## config.mk

```make
export PLATFORM = sky130hd
export DESIGN_NAME = cpu_fetch_queue
export DESIGN_NICKNAME = d
export VERILOG_FILES = /design/src/rtl/cpu_fetch_queue.sv
export SDC_FILE = /design/constraint.sdc
export NUM_CORES = 1
export LEC_CHECK = 0
export ABC_AREA = 1
export BUFFER_PORTS_ARGS = -buffer_cell sky130_fd_sc_hd__buf_2
export CORE_MARGIN = 2
export CORE_UTILIZATION = 50
export CTS_CLUSTER_DIAMETER = 200
export CTS_CLUSTER_SIZE = 10
export DETAILED_ROUTE_END_ITERATION = 12
export GPL_TIMING_DRIVEN = 0
export HOLD_SLACK_MARGIN = 0.02
export PLACE_DENSITY = 0.81
export SLEW_MARGIN = 20
export SYNTH_ARGS = -nofsm -noshare
export SYNTH_HDL_FRONTEND = slang
export SYNTH_SLANG_ARGS = --single-unit
```

## constraint.sdc

```tcl
create_clock -name i_clk -period 5.7 [get_ports i_clk]
set_input_delay 0.285 -clock i_clk [delete_from_list [all_inputs] [get_ports i_clk]]
set_output_delay 0.285 -clock i_clk [all_outputs]
set_load 0.05 [all_outputs]
```

## src/rtl/cpu_fetch_queue.sv

```systemverilog
// Sequential instruction fetch with a DEPTH-entry prefetch queue toward decode.
// Fetch credit counts queued and in-flight words; a redirect flushes both.
module cpu_fetch_queue #(
  parameter int                INSTR_W    = 24,
  parameter int                ADDR_W     = 24,
  parameter int                DEPTH      = 4,
  parameter int                MEM_LAT    = 1,
  parameter logic [ADDR_W-1:0] RESET_ADDR = '0
) (
  input  logic               i_clk,
  input  logic               i_rst,
  input  logic               i_clk_en,
  output logic               o_ireq,
  output logic [ADDR_W-1:0]  o_iaddr,
  input  logic [INSTR_W-1:0] i_instr,
  output logic               o_valid,
  output logic [INSTR_W-1:0] o_instr,
  output logic [ADDR_W-1:0]  o_pc,
  input  logic               i_ready,
  input  logic               i_redirect,
  input  logic [ADDR_W-1:0]  i_redirect_addr
);

  localparam int PW = $clog2(DEPTH);
  localparam int CW = PW + 1;
  localparam int SW = CW + 4;
  localparam logic [SW-1:0]     DEPTH_S = SW'(DEPTH);
  localparam logic [ADDR_W-1:0] PC_ONE  = ADDR_W'(1);

  logic [ADDR_W-1:0]  pc_q;
  logic [PW-1:0]      wr_ptr;
  logic [PW-1:0]      rd_ptr;
  logic [CW-1:0]      count;
  logic [MEM_LAT-1:0] trk_v;
  logic [ADDR_W-1:0]  trk_pc [MEM_LAT];
  logic [INSTR_W-1:0] q_instr [DEPTH];
  logic [ADDR_W-1:0]  q_pc [DEPTH];

  logic          pop;
  logic          push;
  logic          credit_ok;
  logic [SW-1:0] inflight;
  logic [SW-1:0] used;

  always_comb begin
    inflight = '0;
    for (int i = 0; i < MEM_LAT; i++) begin
      inflight = inflight + {{(SW-1){1'b0}}, trk_v[i]};
    end
  end

  assign o_valid = (count != '0);
  assign o_instr = q_instr[rd_ptr];
  assign o_pc    = q_pc[rd_ptr];
  assign o_iaddr = pc_q;

  assign pop  = o_valid & i_ready & ~i_redirect & i_clk_en;
  assign push = trk_v[MEM_LAT-1] & ~i_redirect;

  // pop implies count >= 1, so the subtraction cannot underflow
  assign used      = {{(SW-CW){1'b0}}, count} + inflight - {{(SW-1){1'b0}}, pop};
  assign credit_ok = (used < DEPTH_S);
  assign o_ireq    = i_clk_en & ~i_rst & ~i_redirect & credit_ok;

  always_ff @(posedge i_clk) begin
    if (i_rst) begin
      pc_q   <= RESET_ADDR;
      wr_ptr <= '0;
      rd_ptr <= '0;
      count  <= '0;
      trk_v  <= '0;
    end else if (i_clk_en) begin
      if (i_redirect) begin
        pc_q   <= i_redirect_addr;
        wr_ptr <= '0;
        rd_ptr <= '0;
        count  <= '0;
        trk_v  <= '0;
      end else begin
        if (o_ireq) pc_q <= pc_q + PC_ONE;
        trk_v[0] <= o_ireq;
        for (int i = 1; i < MEM_LAT; i++) begin
          trk_v[i] <= trk_v[i-1];
        end
        if (push) wr_ptr <= wr_ptr + PW'(1);
        if (pop)  rd_ptr <= rd_ptr + PW'(1);
        if (push && !pop)      count <= count + CW'(1);
        else if (pop && !push) count <= count - CW'(1);
      end
    end
  end

  // Payload storage carries no reset; validity is tracked by trk_v and count.
  always_ff @(posedge i_clk) begin
    if (!i_rst && i_clk_en) begin
      trk_pc[0] <= pc_q;
      for (int i = 1; i < MEM_LAT; i++) begin
        trk_pc[i] <= trk_pc[i-1];
      end
      if (push) begin
        q_instr[wr_ptr] <= i_instr;
        q_pc[wr_ptr]    <= trk_pc[MEM_LAT-1];
      end
    end
  end

endmodule

```

==> results.cfg, run 1 <==
[floorplan]
ios = 127
die_w_microns = 147
start_util = 0.507
fp.dieH_microns = 147
die_area_sq_mm = 0.0216
rows = 52
core_sq_mm = 0.0201

[finish]
drive_gt1_frac = 0.181
utilization = 0.619
area_growth_pct = 22.0
antennaDiodeCount = 0
final_net_count = 1143

[setup_path]
cpPeakStageDelay_ns = 0.42
cp-endpoint = o_ireq
worstSetupEndpointType = output pin
cp-startpoint = count[2]
worst-path-buf-inv = 5
rr_startpoint = count[2]
critical_path_class = reg -> out
start_kind = register
r2r_end = o_iaddr[21]
cpMostUsedCell = inv_1
cp.depth = 14
cp_max_fo = 5
worstPathRequired_ns = 5.41
crit_arrival_ns = 2.58
reg2reg_depth = 17
crit_family = simple AND/OR/NAND/NOR gates
reg2reg_slack_ns = 3.32
crit_path_cell_trace = inv_2 > nand3_1 > nand3_2 > inv_1 > ha_1 > inv_1 > ha_1 > nand2_1 > nor2_1 > nor2_1 > nand2_2 > nand4_1 > inv_1 > buf_2
slowest_stage = dfxtp_1

[global_routing]
antenna_found_initial = 0
grt_max_degree = 28
grtUsageTotal = 0.218
grt_pass1_vias = 7321
grt_pass1_wl_microns = 37300
gr-total-overflow = 0

[timing]
slew_violations = 0
setup-violations-final = 0
fin_tns_setup_ns = 0
fin_skew_ns = 0.0162
fmax_mhz = 349
rsz0062_at_grt = false
min_period_ns = 2.86
max-slew-margin-rel = 0.513
hold_viol = 0
worstMarginPinSlew_ns = 0.728
min_period_over_period = 0.502
fin_hold_ws_ns = 0.0635

[logic_synthesis]
ys_seq_elements = 250
synth_flop_cell = edfxtp_1
synthArstFlopShare = 0
synth_top_area_frac = 0.636
ys_types = 34
synthTopCellsByArea = edfxtp_1 (64%), dfxtp_1 (6.7%), nor2_1 (6.1%)
synth.yosys.seq_area_share = 0.703
synth_common_cells = edfxtp_1 (216), nor2_1 (167), nand2_1 (132)
yosys.area.top_type = edfxtp_1
syn-cell-area_sq_mm = 0.0102
syn_nets = 955
synth_most_common_cell = edfxtp_1
ys_warn_count = 0
synthCells = 892
synth_edf_count = 216
avgSynthCellArea_sq_um = 11.4

[clock_tree]
clockBufferDepth = 3
cts_root_buffer = clkbuf_16
h-tree-depth = 1
clk_latency_ns = 0.52
cts_sinks = 250
cts_tree = yes
cts.clk_slew.worst_paths_ns = 0.06
cts_inserted_buffers = 28
post-cts-setup-buffers = 0

[power]
p_per_area_mw_per_mm2 = 318
irDropWorstVdd_uv = 208
total_power_w = 0.00396
leakage_nw = 4.49

[place]
dp_hpwl_microns = 15500
place.port_buffers = 125
place_congestion = 0.910

[hold_path]
hp-class = in -> reg

[drt]
wl_microns = 24000
route.detailed.drc = 0
detail-route-antenna-nets = 0
wl_per_cell_microns = 17.5
num_vias = 7477
drt_iter0_drc = 587
drt_first_pass_iters = 5
vias_per_cell = 5.45

[flow_run]
drv_cap = 0

[run_status]
status = complete, no violations
-- sequential cells by signal (all words and copies together) (netlist names), named ones only --
| signal | count |
|---|---|
| q_pc | 96 |
| wr_ptr | 2 |
| trk_pc | 24 |
| rd_ptr | 2 |
| q_instr | 96 |
| count | 3 |
| trk_v | 1 |
| o_iaddr | 24 |
-- cell type report --
| class | instances | area [sq um] |
|---|---|---|
| Inverter | 36 | 138 |
| Sequential cell | 250 | 7170 |
| Fill cell | 1541 | 7660 |
| Tap cell | 270 | 338 |
| Clock buffer | 52 | 812 |
| Timing Repair Buffer | 158 | 1060 |
| Buffer | 43 | 198 |
| Multi-Input combinational cell | 563 | 2730 |
-- cell usage in the layout, fill, tap and decap left out, types with 30 or more instances in the layout --
cell / synthesis / layout
o22ai_1: 48 / 48
o21ai_0: 107 / 107
edfxtp_1: 216 / 216
clkbuf_1: 28 / 51
buf_2: 11 / 136
nand2_1: 132 / 132
dfxtp_1: 34 / 34
nor2_1: 167 / 163
nand3_1: 30 / 30
inv_1: 33 / 33
-- metrics by stage --
stage	instances	setup slack [ns]	cell area, sq um
floorplan	892	2.21	10200
finish	1372	2.84	12400
global placement	1287	0.430	11200
detailed placement	1295	2.94	11400
CTS	1372	2.80	12400
global route	1372	2.59	12400
-- cells by family after synthesis --
group           Yosys count  share of synthesized area
simple gates            350                      0.142
flops                   250                      0.703
compound gates          196                      0.103
buf+inv                  79                     0.0329
fa+ha+maj                10                     0.0130
xor+xnor                  6                    0.00515
mux                       1                   0.000981
-- worst min path at each step --
stage	start	end	depth (start not counted)
final	i_redirect_addr[6]	o_iaddr[6]	3
after global routing	i_redirect_addr[6]	o_iaddr[6]	3
after CTS	i_redirect_addr[6]	o_iaddr[6]	3
after detailed placement	trk_v	trk_v	2
after global placement	trk_v	trk_v	2
after floorplan	i_rst	count[2]	1
-- power by group --
group,leakage (nW),internal [W],switching [W]
Combinational,1.86,0.0000923,0.000218
Sequential,2.24,0.00202,0.0000405
Clock,0.385,0.000946,0.000649
-- what timing repair did --
action | in CTS | in global routing
endpoints found under the hold margin | 98 | 0
resized for setup | 0 | 0
hold buffers | 25 | 0
-- worst min-delay path, stage by stage --
cell and delay [ns]:
buf_2 0.08, mux2i_1 0.06, a21oi_1 0.13
-- metal layers --
layer  global-route usage  share of wire  vias to the layer above  wire length, microns
li1                     -              -                     3526                     -
met5                    0              0                        -                     0
met3               0.0394          0.093                       43                  2220
met2                0.372           0.49                      401                 11700
met4               0.0680          0.022                        0                   518
met1                0.288           0.40                     3507                  9540
No activity file was read; power rests on OpenSTA's default activity.
==> run 2: changes to the inputs <==
--- a/config.mk
+++ b/config.mk
@@ -14,7 +14,7 @@
 export DETAILED_ROUTE_END_ITERATION = 12
 export GPL_TIMING_DRIVEN = 0
 export HOLD_SLACK_MARGIN = 0.02
-export PLACE_DENSITY = 0.81
+export PLACE_DENSITY = 0.84
 export SLEW_MARGIN = 20
 export SYNTH_ARGS = -nofsm -noshare
 export SYNTH_HDL_FRONTEND = slang
==> constraint.sdc (replaced) <==
create_clock -name i_clk -period 2.4 [get_ports i_clk]
set_input_delay 0.12 -clock i_clk [delete_from_list [all_inputs] [get_ports i_clk]]
set_output_delay 0.12 -clock i_clk [all_outputs]
set_load 0.05 [all_outputs]
==> run 2 against run 1 <==
Effect of this change:
- the run now ends with setup timing left
- global-route usage rose by 1.8 points
- cell count grew 2.8%
- highest routed layer unchanged
- clock-buffer cell count fell by 1
- critical path type is now reg -> reg
- critical path depth down 2
- worst hold slack improved by 0.0057 ns
- non-clock buffer count is 39 higher
- via count grew 4.3%
- register-to-register slack worse by 3.4 ns
- clock power is 140% higher
- utilization up 2.8 points
- power rose by 140%
- routed wire length up 8.8%
==> results.cfg, run 2 (synthesized netlist as in run 1, its figures left out) <==
[run_status]
status = complete, but fails checks
failed_checks = setup timing

[setup_path]
critical_path_class = reg -> reg
cp-startpoint = count[0]
rr_startpoint = count[0]
r2r_end = count[2]
cp_max_fo = 3
worstSetupEndpointType = register
reg2reg_depth = 12
crit_arrival_ns = 2.91
worstPathRequired_ns = 2.88
reg2reg_slack_ns = -0.04
start_kind = register

[flow_run]
drv_cap = 0

[clock_tree]
h-tree-depth = 1
cts_sinks = 250
cts_inserted_buffers = 28
clk_latency_ns = 0.54
clockBufferDepth = 3
cts.clk_slew.worst_paths_ns = 0.06
cts_root_buffer = clkbuf_16
cts_tree = yes

[floorplan]
start_util = 0.507
core_sq_mm = 0.0201
ios = 127
rows = 52
die_area_sq_mm = 0.0216
fp.dieH_microns = 147
die_w_microns = 147

[hold_path]
hp-class = in -> reg
min_from = i_redirect_addr[8]
holdPathEnd = o_iaddr[8]
whs_path_depth = 5

[drt]
drt_iter0_drc = 551
num_vias = 7796
vias_per_cell = 5.53
detail-route-antenna-nets = 0
route.detailed.drc = 0
wl_microns = 26100
wl_per_cell_microns = 18.5
drt_first_pass_iters = 5

[finish]
antennaDiodeCount = 0
fin_area_sq_mm = 0.0130
drive_gt1_frac = 0.218
final_net_count = 1182
stdcell_count = 1411
final_common_cell = edfxtp_1
area_growth_pct = 27.4
mostFrequentLayoutCells = edfxtp_1 (216), nor2_1 (161), nand2_1 (130), buf_2 (118), o21ai_0 (107)
largestRegisters = q_instr (96), q_pc (96)

[power]
switching_share = 0.239
pwr-share-comb = 0.087
intPower_w = 0.00726
p_per_area_mw_per_mm2 = 734
clockPowerShare = 0.401
irDropWorstVdd_uv = 503
seqPwrFrac = 0.512
leakage_nw = 4.78
p_sw_w = 0.00228

[global_routing]
grtUsageTotal = 0.236
antenna_found_initial = 0
grt_max_degree = 28
grt_pass1_wl_microns = 40000
gr-total-overflow = 0
grt_pass1_vias = 7729

[timing]
slew_violations = 0
fmax_mhz = 411
post-route-worst-setup-slack_ns = -0.0360
fin_skew_ns = 0.0151
rsz0062_at_grt = true
hold_viol = 0
min_period_ns = 2.44
setup-violations-final = 1
max-slew-margin-rel = 0.493
worstMarginPinSlew_ns = 0.759
min_period_over_period = 1.01

[place]
dp_cells = 1295
place_congestion = 0.928
dp_hpwl_microns = 15700
place_ws_ns = -0.327
place.port_buffers = 125
place_area_sq_mm = 0.0114
-- run 2: repair_timing --
action	CTS	global route
endpoints found under the hold margin	125	0
setup buffers	8	4
pin swaps	9	12
hold buffers	52	0
endpoints found under the setup margin	43	75
resized for setup	45	39
-- run 2: worst max path at each step --
stage / to / depth (start not counted)
global placement: q_instr[0][22] / 5
floorplan: q_instr[0][0] / 4
finish: count[2] / 12
CTS: o_ireq / 14
global route: count[2] / 12
detailed placement: q_instr[2][22] / 7
-- run 2: cell type report --
cell class                 count  area (sq um)
fill                        1472          7100
sequential                   250          7170
inverter                      36           145
clock buffer                  51           787
tap                          270           338
clock inverter                 1          16.3
timing repair buffer         197          1500
buffer                        43           238
multi-input combinational    563          2810
-- run 2: power groups by stage --
stage          registers (W)  logic [W]  clock network (W)
3_5_place_dp         0.00497   0.000700                  0
2_1_floorplan        0.00505   0.000384                  0
5_1_grt              0.00489   0.000886            0.00401
6_report             0.00489   0.000827            0.00383
3_3_place_gp         0.00497   0.000686                  0
4_1_cts              0.00488   0.000799            0.00385
-- run 2: through the flow --
| step | hold slack (ns) | utilization | setup TNS (ns) | total power [W] |
|---|---|---|---|---|
| floorplan | 0.189 | - | -37.48 | 0.00543 |
| global placement | 0.333 | 0.556 | -257.60 | 0.00565 |
| detailed placement | 0.336 | 0.568 | -18.63 | 0.00567 |
| CTS | 0.0332 | 0.642 | 0 | 0.00953 |
| global route | 0.0896 | 0.647 | -0.153 | 0.00979 |
| finish | 0.0692 | 0.647 | -0.0360 | 0.00954 |
-- run 2: critical path, stage by stage, from the launching register on --
cell and delay (ns):
dfxtp_2 0.34, inv_2 0.06, nand3_4 0.09, nand3_4 0.08
buf_4 0.16, nand2_2 0.07, inv_1 0.06, fa_2 0.35
xnor2_2 0.17, nand3b_1 0.14, nand4_1 0.14, a21oi_2 0.17
dlygate4sd3_1 0.55
-- run 2: layer usage --
layer,part of all wire,GRT usage
met5,0,0
met4,0.020,0.0704
met3,0.099,0.0404
met2,0.49,0.406
met1,0.39,0.310
==> run 3: changes to the inputs <==
--- a/config.mk
+++ b/config.mk
@@ -6,6 +6,7 @@
 export NUM_CORES = 1
 export LEC_CHECK = 0
 export ABC_AREA = 1
+export ABC_CLOCK_PERIOD_IN_PS = 2330
 export BUFFER_PORTS_ARGS = -buffer_cell sky130_fd_sc_hd__buf_2
 export CORE_MARGIN = 2
 export CORE_UTILIZATION = 50
@@ -14,7 +15,8 @@
 export DETAILED_ROUTE_END_ITERATION = 12
 export GPL_TIMING_DRIVEN = 0
 export HOLD_SLACK_MARGIN = 0.02
-export PLACE_DENSITY = 0.84
+export PLACE_DENSITY = 0.81
+export REMOVE_ABC_BUFFERS = 1
 export SLEW_MARGIN = 20
 export SYNTH_ARGS = -nofsm -noshare
 export SYNTH_HDL_FRONTEND = slang
==> constraint.sdc (replaced) <==
create_clock -name i_clk -period 2.33 [get_ports i_clk]
set_input_delay 0.1165 -clock i_clk [delete_from_list [all_inputs] [get_ports i_clk]]
set_output_delay 0.1165 -clock i_clk [all_outputs]
set_load 0.05 [all_outputs]
==> run 3 against run 2 <==
Effect of this change:
- the run still ends with setup timing left
- sequential share of layout area fell by 0.67 points
- clock power up 2%
- critical path depth grew 2
- via count decreased by 2.5%
- combinational power rose by 5.4%
==> results.cfg, run 3 (synthesized netlist as in run 1, its figures left out) <==
[setup_path]
cpPeakStageDelay_ns = 0.37
cp.depth = 14
slowest_stage = dfxtp_4
worstPathRequired_ns = 2.21
reg2reg_slack_ns = 0.06
cp_max_fo = 4
critical_path_class = reg -> out
reg2reg_depth = 17
cpMostUsedCell = inv_4
r2r_end = o_iaddr[19]
crit_family = simple AND/OR/NAND/NOR gates
crit_arrival_ns = 2.27
rr_startpoint = count[2]
start_kind = register
crit_path_cell_trace = inv_4 > nand3_4 > nand3_4 > inv_4 > ha_4 > inv_4 > ha_4 > nand2_4 > nor2_4 > nor2_2 > nand2_2 > nand4_1 > inv_1 > buf_6
worst-path-buf-inv = 5
worstSetupEndpointType = output pin

[floorplan]
rows = 52
start_util = 0.507
die_w_microns = 147
core_sq_mm = 0.0201
die_area_sq_mm = 0.0216
ios = 127
fp.dieH_microns = 147

[finish]
fin_area_sq_mm = 0.0132
area_growth_pct = 29.1
final_common_cell = edfxtp_1
mostFrequentLayoutCells = edfxtp_1 (216), nor2_1 (161), nand2_1 (131), buf_2 (109), o21ai_0 (106)
final_net_count = 1161
largestRegisters = q_instr (96), q_pc (96)
antennaDiodeCount = 0
drive_gt1_frac = 0.217

[clock_tree]
h-tree-depth = 1
clk_latency_ns = 0.53
cts.clk_slew.worst_paths_ns = 0.06
cts_sinks = 250
cts_tree = yes
clockBufferDepth = 3
cts_root_buffer = clkbuf_16
cts_inserted_buffers = 28

[place]
place_ws_ns = -0.495
place.port_buffers = 126
place_area_sq_mm = 0.0113
place_congestion = 0.845
dp_hpwl_microns = 14200

[timing]
min_period_over_period = 1.03
min_period_ns = 2.39
setup-violations-final = 1
max-slew-margin-rel = 0.330
fin_hold_ws_ns = 0.0532
fin_skew_ns = 0.0272
worstMarginPinSlew_ns = 1.00
hold_viol = 0
rsz0062_at_grt = true
slew_violations = 0
fmax_mhz = 419
post-route-worst-setup-slack_ns = -0.0588

[flow_run]
drv_cap = 0

[drt]
wl_microns = 24900
wl_per_cell_microns = 17.9
detail-route-antenna-nets = 0
route.detailed.drc = 0
drt_iter0_drc = 689
drt_first_pass_iters = 5
num_vias = 7599
vias_per_cell = 5.47

[run_status]
failed_checks = setup timing
status = complete, but fails checks

[global_routing]
gr-total-overflow = 0
antenna_found_initial = 0
grt_max_degree = 38
grt_pass1_wl_microns = 38500
grt_pass1_vias = 7367
grtUsageTotal = 0.226

[hold_path]
min_from = i_redirect_addr[11]
hp-class = in -> reg
whs_path_depth = 5
holdPathEnd = o_iaddr[11]

[power]
irDropWorstVdd_uv = 528
total_power_w = 0.00980
leakage_nw = 4.82
p_per_area_mw_per_mm2 = 744
## run 3: cell count changes in the layout (fill, tap and decap cells not counted), moves of 4 or more
cell and change:
buf_12 +9, clkbuf_4 -5, clkbuf_2 -15, buf_4 +4, buf_2 -9, clkbuf_1 -8
## run 3: what timing repair did
action	CTS	global route
setup endpoints to repair	58	168
endpoints found under the hold margin	126	0
gates cloned	3	0
hold buffers	50	0
resized for setup	35	22
setup buffers	12	16
pin swaps	9	12
## run 3: cell type report
type | count | area, sq um
flip-flops and latches | 250 | 7180
fillers | 1423 | 6930
clock buffers | 52 | 812
multi-input cells | 564 | 2830
repair buffers | 218 | 1850
well taps | 270 | 338
inverters | 36 | 163
## run 3: worst reg2reg max path, cell delays in order, from the launching register on
cell and delay [ns]:
dfxtp_4 0.37, inv_4 0.04, nand3_4 0.08, nand3_4 0.09, inv_4 0.08, ha_4 0.14, inv_4 0.04, ha_4 0.26
nand2_4 0.06, nor2_4 0.08, nor2_2 0.04, nand2_2 0.06, buf_4 0.12, nand3_4 0.14, buf_4 0.22, a21oi_1 0.14
nand2_1 0.07, a21oi_1 0.14
## run 3: how the worst max path moves through the flow
stage               slack, ns     start              to
floorplan               -1.60  register      o_instr[0]
global placement        -4.25  register        o_pc[20]
detailed placement      -0.50     i_rst  q_instr[0][14]
CTS                     -0.11  count[2]          o_ireq
global route            -0.16  count[2]          o_ireq
finish                  -0.06  count[2]          o_ireq
## run 3: layer usage
layer | vias to the layer above | global-route usage | part of all wire
met3 | 48 | 0.0317 | 0.072
met2 | 310 | 0.403 | 0.51
li1 | 3578 | - | -
met4 | 0 | 0.0578 | 0.022
met1 | 3663 | 0.293 | 0.40
met5 | - | 0 | 0
## run 3: through the flow
step | instances | setup TNS (ns) | util
6_report | 1390 | -0.0588 | 0.655
5_1_grt | 1390 | -0.168 | 0.655
4_1_cts | 1374 | -0.106 | 0.642
3_5_place_dp | 1257 | -71.64 | 0.562
3_3_place_gp | 1245 | -785.86 | 0.546
2_1_floorplan | 849 | -271.52 | -
## run 3: where the power goes
group / internal (W) / switching (W) / total, W
registers: 0.00493 / 0.000100 / 0.00503
clock network: 0.00231 / 0.00159 / 0.00390
logic: 0.000302 / 0.000570 / 0.000872
